`src/rtl/shift_count_register.sv`:
```
// General-purpose datapath register: clear/load/inc/dec plus multi-bit shifts
// executed one bit per clock, with a busy/done handshake and carry/zero/neg flags.
module shift_count_register #(
    parameter int WIDTH = 8,
    parameter int SHW   = 3
) (
    input  logic             clk,
    input  logic             rst_n,
    input  logic             cl,
    input  logic             ld,
    input  logic [WIDTH-1:0] in,
    input  logic             inc,
    input  logic             dec,
    input  logic             sr,
    input  logic             ir,
    input  logic             sl,
    input  logic             il,
    input  logic [1:0]       mode,
    input  logic [SHW-1:0]   shamt,
    output logic [WIDTH-1:0] out,
    output logic             carry,
    output logic             zero,
    output logic             neg,
    output logic             busy,
    output logic             done
);

    typedef enum logic {IDLE, SHIFT} state_t;

    state_t           state_q, state_d;
    logic [WIDTH-1:0] out_q, out_d;
    logic             carry_q, carry_d;
    logic             done_q, done_d;
    logic [SHW-1:0]   rem_q, rem_d;
    logic             left_q, left_d;
    logic [1:0]       mode_q, mode_d;
    logic             ir_q, ir_d;
    logic             il_q, il_d;

    // One-bit shift step; returns {new_carry, new_value}.
    function automatic logic [WIDTH:0] shift_bit(
        input logic [WIDTH-1:0] v,
        input logic             c,
        input logic             left,
        input logic [1:0]       m,
        input logic             fir,
        input logic             fil
    );
        logic b;
        logic fill;
        logic [WIDTH:0] r;
        b    = 1'b0;
        fill = 1'b0;
        r    = '0;
        if (left) begin
            b = v[WIDTH-1];
            case (m)
                2'b00:   fill = fil;
                2'b01:   fill = 1'b0;
                2'b10:   fill = b;
                default: fill = c;
            endcase
            r = {b, v[WIDTH-2:0], fill};
        end else begin
            b = v[0];
            case (m)
                2'b00:   fill = fir;
                2'b01:   fill = v[WIDTH-1];
                2'b10:   fill = b;
                default: fill = c;
            endcase
            r = {b, fill, v[WIDTH-1:1]};
        end
        return r;
    endfunction

    logic [WIDTH:0] sh_start;
    logic [WIDTH:0] sh_cont;
    logic [WIDTH:0] inc_sum;

    // sr outranks sl, so a start shifts left only when sr is low.
    assign sh_start = shift_bit(out_q, carry_q, ~sr, mode, ir, il);
    assign sh_cont  = shift_bit(out_q, carry_q, left_q, mode_q, ir_q, il_q);
    assign inc_sum  = {1'b0, out_q} + {{WIDTH{1'b0}}, 1'b1};

    always_comb begin
        state_d = state_q;
        out_d   = out_q;
        carry_d = carry_q;
        done_d  = 1'b0;
        rem_d   = rem_q;
        left_d  = left_q;
        mode_d  = mode_q;
        ir_d    = ir_q;
        il_d    = il_q;
        case (state_q)
            IDLE: begin
                if (cl) begin
                    out_d   = '0;
                    carry_d = 1'b0;
                end else if (ld) begin
                    out_d = in;
                end else if (inc) begin
                    {carry_d, out_d} = inc_sum;
                end else if (dec) begin
                    out_d   = out_q - {{(WIDTH-1){1'b0}}, 1'b1};
                    carry_d = (out_q == '0);
                end else if (sr || sl) begin
                    left_d           = ~sr;
                    mode_d           = mode;
                    ir_d             = ir;
                    il_d             = il;
                    {carry_d, out_d} = sh_start;
                    if (shamt <= {{(SHW-1){1'b0}}, 1'b1}) begin
                        done_d = 1'b1;
                        rem_d  = '0;
                    end else begin
                        state_d = SHIFT;
                        rem_d   = shamt - {{(SHW-1){1'b0}}, 1'b1};
                    end
                end
            end
            default: begin
                if (cl) begin
                    out_d   = '0;
                    carry_d = 1'b0;
                    rem_d   = '0;
                    state_d = IDLE;
                end else begin
                    {carry_d, out_d} = sh_cont;
                    rem_d            = rem_q - {{(SHW-1){1'b0}}, 1'b1};
                    if (rem_q == {{(SHW-1){1'b0}}, 1'b1}) begin
                        state_d = IDLE;
                        done_d  = 1'b1;
                    end
                end
            end
        endcase
    end

    always_ff @(posedge clk or negedge rst_n) begin
        if (!rst_n) begin
            state_q <= IDLE;
            out_q   <= '0;
            carry_q <= 1'b0;
            done_q  <= 1'b0;
            rem_q   <= '0;
            left_q  <= 1'b0;
            mode_q  <= 2'b00;
            ir_q    <= 1'b0;
            il_q    <= 1'b0;
        end else begin
            state_q <= state_d;
            out_q   <= out_d;
            carry_q <= carry_d;
            done_q  <= done_d;
            rem_q   <= rem_d;
            left_q  <= left_d;
            mode_q  <= mode_d;
            ir_q    <= ir_d;
            il_q    <= il_d;
        end
    end

    assign out   = out_q;
    assign carry = carry_q;
    assign zero  = (out_q == '0);
    assign neg   = out_q[WIDTH-1];
    assign busy  = (state_q == SHIFT);
    assign done  = done_q;

endmodule
```
`config.mk`:
```
export PLATFORM = sky130hd
export DESIGN_NAME = shift_count_register
export DESIGN_NICKNAME = d
export VERILOG_FILES = /design/src/rtl/shift_count_register.sv
export SDC_FILE = /design/constraint.sdc
export NUM_CORES = 1
export LEC_CHECK = 0
export CAP_MARGIN = 10
export CORE_MARGIN = 2
export CORE_UTILIZATION = 35
export CTS_BUF_LIST = sky130_fd_sc_hd__clkbuf_4 sky130_fd_sc_hd__clkbuf_8 sky130_fd_sc_hd__clkbuf_16
export CTS_CLUSTER_DIAMETER = 120
export DETAILED_ROUTE_END_ITERATION = 8
export PLACE_DENSITY = 0.66
export SLEW_MARGIN = 0
export SYNTH_ARGS = -nofsm -noshare
export SYNTH_HDL_FRONTEND = slang
export SYNTH_SLANG_ARGS = --single-unit
```
`constraint.sdc`:
```
create_clock -name clk -period 2.1 [get_ports clk]
set_input_delay 0.63 -clock clk [delete_from_list [all_inputs] [get_ports clk]]
set_output_delay 0.63 -clock clk [all_outputs]
set_load 0.01 [all_outputs]
```
==> impl_summary.txt <==
----------------------------------------------------
[Hold path]
  Destination of the worst hold path ... ir_q
  Number of cells on the worst hold path ... 1
  Min-delay src ... ir_q
  Path type of the worst min-delay path ... flip-flop to flip-flop

[STA]
  Setup clock skew after layout ... ~0.0014 ns
  Hold violation total from the final report ... 0
  Max-slew violation count ... 0
  Portion of the clock cycle consumed by the worst path in the final layout ... 1.08
  Worst slew margin relative to its limit ... 0.713
  Setup repair after global routing missed its margin ... true
  Fmax ... around 0.44 GHz
  Crit path time final ... 2.26 ns
  Final worst setup slack ... -0.161 ns
  Transition time at the pin with the least slew margin ... 0.429 ns
  TNS Setup ... -0.161 ns
  Final setup violation count ... 1

[Drt]
  Violation count after the first detailed-route iteration ... ~180
  Drt wl/cell ... 16.3 um
  Detailed Routing Iterations Pass 1 ... 4
  Total wire length after detailed routing ... around 5700 um
  DRC violations left ... 0
  Final antenna-violating net count ... 0
  Total vias in the final route ... 1934
  Per-cell via count in the routed design ... 5.56

[Synthesis]
  Combinational family with the most area after synthesis ... compound AO/OA/AOI/OAI gates
  Post-synthesis simple-gate area fraction ... 0.182
  Fraction of synthesis flops using an asynchronous set or reset pin ... 1.00
  Post-synthesis xor/xnor area fraction ... 0.0381
  Per-instance average area after synthesis ... about 8.3 um2
  Compound-cell area share of the yosys netlist ... 0.291
  Number of synthesized flops with an enable pin ... 0
  Synth Area in Adders ... 0.0476
  Library cell with the largest summed area after synthesis ... sky130_fd_sc_hd__dfrtp_1
  Gate count after technology mapping ... 222
  Multiplexer share of the synthesized area ... 0.103
  Number of register bits inferred by synthesis ... 19
  Unique cell type count in the Yosys netlist ... 59
  Sequential fraction of the synthesis area ... 0.259
  Warning count from the yosys run ... 0
  Top area cells in the synthesized netlist ... sky130_fd_sc_hd__dfrtp_1 26%, sky130_fd_sc_hd__mux2i_1 6.0%, sky130_fd_sc_hd__ha_1 4.8%
  Net Count, Synth ... approximately 250
  Fraction of post-synthesis cell area in the top cell type by area ... 0.259
  Main synth FF type ... sky130_fd_sc_hd__dfrtp_1
  Area of the mapped netlist ... ~1800 um2

[Clock network]
  Clock transition time at the flip-flop clock pins of the worst setup and hold paths ... approximately 0.08 ns
  Inserted Clock Buffers ... 3
  H-tree depth ... 1
  Hold_buf cts ... 0
  Clock latency reported for the late side of the worst-skew pair ... between 0.2 and 0.3 ns
  Number of setup buffers added after CTS ... 0
  TritonCTS clock tree ... built
  # clock sinks ... 19
  Clock Path Buffers ... 2
  Root buffer cell ... sky130_fd_sc_hd__clkbuf_8

[Floorplan]
  I/O pin total ... 36
  Chip width ... ~76 um
  Floorplan row count ... 26
  Die Area ... approximately 6000 um2
  Initial Utilization ... 0.362
  Vert. Die Dim ... between 70 and 80 um
  Placeable core region ... just over 5000 um2

[Placement]
  Post-Place Setup Slack ... -0.428 ns
  Port bufs ... 35
  Detailed Place HPWL ... around 4000 um
  Routability congestion estimate from global placement ... just over 0.8

[Pwr]
  Cell Pwr Density ... around 560 nW/um2
  Switching share of total power ... 0.370
  Relative contribution of sequential cells to total power ... 0.344
  Net switching power of the design ... around 0.53 mW
  Fraction of power consumed by the clock network ... 0.187
  Worst IR Drop VDD ... between 200 and 300 uV
  Combinational cell fraction of total power ... 0.470
  Leakage power figure ... 1.09 nW
  Internal power consumption ... 0.906 mW

[Setup path]
  Setup slack of the worst register-to-register path ... 0.19 ns
  Type of the worst setup path ... flip-flop to output pin
  Worst reg2reg endpoint ... out[6]
  Largest stage delay, worst path ... between 0.5 and 0.6 ns
  Reg-to-Reg Start ... out[1]
  Sort of element at the start of the critical path ... flip-flop
  Max Fanout on Critical Path ... 2
  Chain of cells forming the critical path ... or4_4, nor4b_4, buf_2
  Critical Path End Type ... output pin
  CP arrival ... 1.63 ns
  Critical-path top delay cell ... sky130_fd_sc_hd__or4_4
  Required arrival time at the worst endpoint ... roughly 1.5 ns
  Number of cells traversed by the worst register-to-register path ... 7

[Finish]
  Ant diodes ... 0
  Layout Area Growth over Synthesis ... 39.7%
  Layout cell share with drive strength beyond 1 ... 0.230
  FILL cells ... 523
  Nets ... approximately 310

[Global route]
  M2 GR Usage ... 0.331
  Via count of the first global-routing pass ... approximately 1800
  Maximum number of pins on one net before global-route repair ... 20
  First-pass GRT wire length ... approximately 9400 um
  GR Util met3 ... 0.0201
  Global routing's busiest layer ... met2
  GRT overflow ... 0
  Overall routing resource usage ... 0.198
  Met1 track demand over resource in global routing ... 0.273
  Antenna violations before repair ... 0

[Status]
  Violated checks ... negative setup slack
  Status ... finished, violations left

[Run]
  Max cap viols ... 0

----------------------------------------------------
## power groups by stage
stage / sequential (mW) / clock (mW) / combinational (mW)
after floorplan: 0.502 / 0 / 0.394
after global placement: 0.496 / 0 / 0.656
after detailed placement: 0.498 / 0 / 0.663
after CTS: 0.492 / 0.274 / 0.667
after global routing: 0.503 / 0.283 / 0.747
final: 0.494 / 0.268 / 0.675
## cell type report
type / instances / area, um2 / share of cell area
Tap cell: 70 / 87.6 / 0.0341
Clock buffer: 3 / 41.3 / 0.0161
Multi-Input combinational cell: 170 / 1250 / 0.489
Sequential cell: 19 / 475 / 0.185
Clock inverter: 1 / 5.00 / 0.00195
Timing Repair Buffer: 74 / 663 / 0.258
Inverter: 11 / 41.3 / 0.0161
## flip-flops by register name, summed over array words and instances (netlist names)
register  flops
busy          1
carry         1
done          1
il_q          1
ir_q          1
left_q        1
mode_q        2
out           8
rem_q         3
## worst max path at each step
stage | cells past startpoint | startpoint | slack, ns | end
final | 3 | out[4] | -0.16 | zero
after global routing | 3 | out[4] | -0.22 | zero
after CTS | 3 | out[4] | -0.17 | zero
after detailed placement | 6 | dec | -0.43 | out[4]
after global placement | 6 | sr | -0.37 | out[4]
after floorplan | 6 | sr | 0.06 | out[4]
## metal layers
layer | vias to the layer above | wire [um]
li1 | 936 | -
met1 | 928 | 2490
met5 | - | 0
met4 | 0 | 43
met3 | 2 | 317
met2 | 68 | 2820
## kinds of logic after synthesis
| family | after synthesis |
|---|---|
| AO/OA/AOI/OAI | 75 |
| adder cells (fa/ha/maj) | 7 |
| AND/OR/NAND/NOR | 62 |
| multiplexers | 18 |
| flip-flops | 19 |
| XOR/XNOR | 8 |
| buffers and inverters | 33 |
## metrics by stage
step,util,area [um2],cells,power [mW],hold slack [ns]
floorplan,-,1840,222,0.896,0.334
global placement,0.486,2460,344,1.15,0.492
detailed placement,0.486,2460,344,1.16,0.498
CTS,0.498,2520,348,1.43,0.519
global route,0.506,2570,348,1.53,0.549
finish,0.506,2570,348,1.44,0.515
## cells in the final DEF, fill, tap and decap left out, types with 3 or more instances in the layout
cell type                          n
sky130_fd_sc_hd__a211oi_1          9
sky130_fd_sc_hd__a21oi_1           8
sky130_fd_sc_hd__a22oi_1           4
sky130_fd_sc_hd__a2bb2oi_1         3
sky130_fd_sc_hd__a31oi_1           3
sky130_fd_sc_hd__buf_4            34
sky130_fd_sc_hd__buf_6             5
sky130_fd_sc_hd__clkbuf_8          3
sky130_fd_sc_hd__clkdlybuf4s50_1  30
sky130_fd_sc_hd__dfrtp_1          19
sky130_fd_sc_hd__dlymetal6s2s_1    3
sky130_fd_sc_hd__ha_1              7
sky130_fd_sc_hd__inv_1            11
sky130_fd_sc_hd__mux2_2            7
sky130_fd_sc_hd__mux2i_1          11
sky130_fd_sc_hd__nand2_1          10
sky130_fd_sc_hd__nand2b_1          5
sky130_fd_sc_hd__nand3_1           6
sky130_fd_sc_hd__nor2_1           17
sky130_fd_sc_hd__nor2b_1           4
sky130_fd_sc_hd__nor4_1            3
sky130_fd_sc_hd__o211ai_1          4
sky130_fd_sc_hd__o21ai_0          15
sky130_fd_sc_hd__o22ai_1           4
sky130_fd_sc_hd__xnor2_1           4
sky130_fd_sc_hd__xor2_1            4
## critical path: cells and delay by family, from the launching register on
family / cells / cell delay [ns]
buffers and inverters: 1 / 0.17
and+or+nand+nor: 2 / 0.81
DFF: 1 / 0.38
## cell usage after synthesis, types with 6 or more instances
cell / n
sky130_fd_sc_hd__o21ai_0: 15
sky130_fd_sc_hd__inv_1: 11
sky130_fd_sc_hd__ha_1: 7
sky130_fd_sc_hd__a21oi_1: 8
sky130_fd_sc_hd__a211oi_1: 9
sky130_fd_sc_hd__dfrtp_1: 19
sky130_fd_sc_hd__mux2i_1: 11
sky130_fd_sc_hd__nor2_1: 18
sky130_fd_sc_hd__nand3_1: 6
sky130_fd_sc_hd__buf_2: 8
sky130_fd_sc_hd__nand2_1: 11
sky130_fd_sc_hd__mux2_2: 7
sky130_fd_sc_hd__clkbuf_1: 9
## what timing repair did
item | in CTS | in global routing
pin swaps | 2 | 5
gates resized for setup | 10 | 11
gates cloned | 0 | 0
endpoints found under the setup margin | 18 | 24
Note: power is estimated with default switching activity, not from simulation.
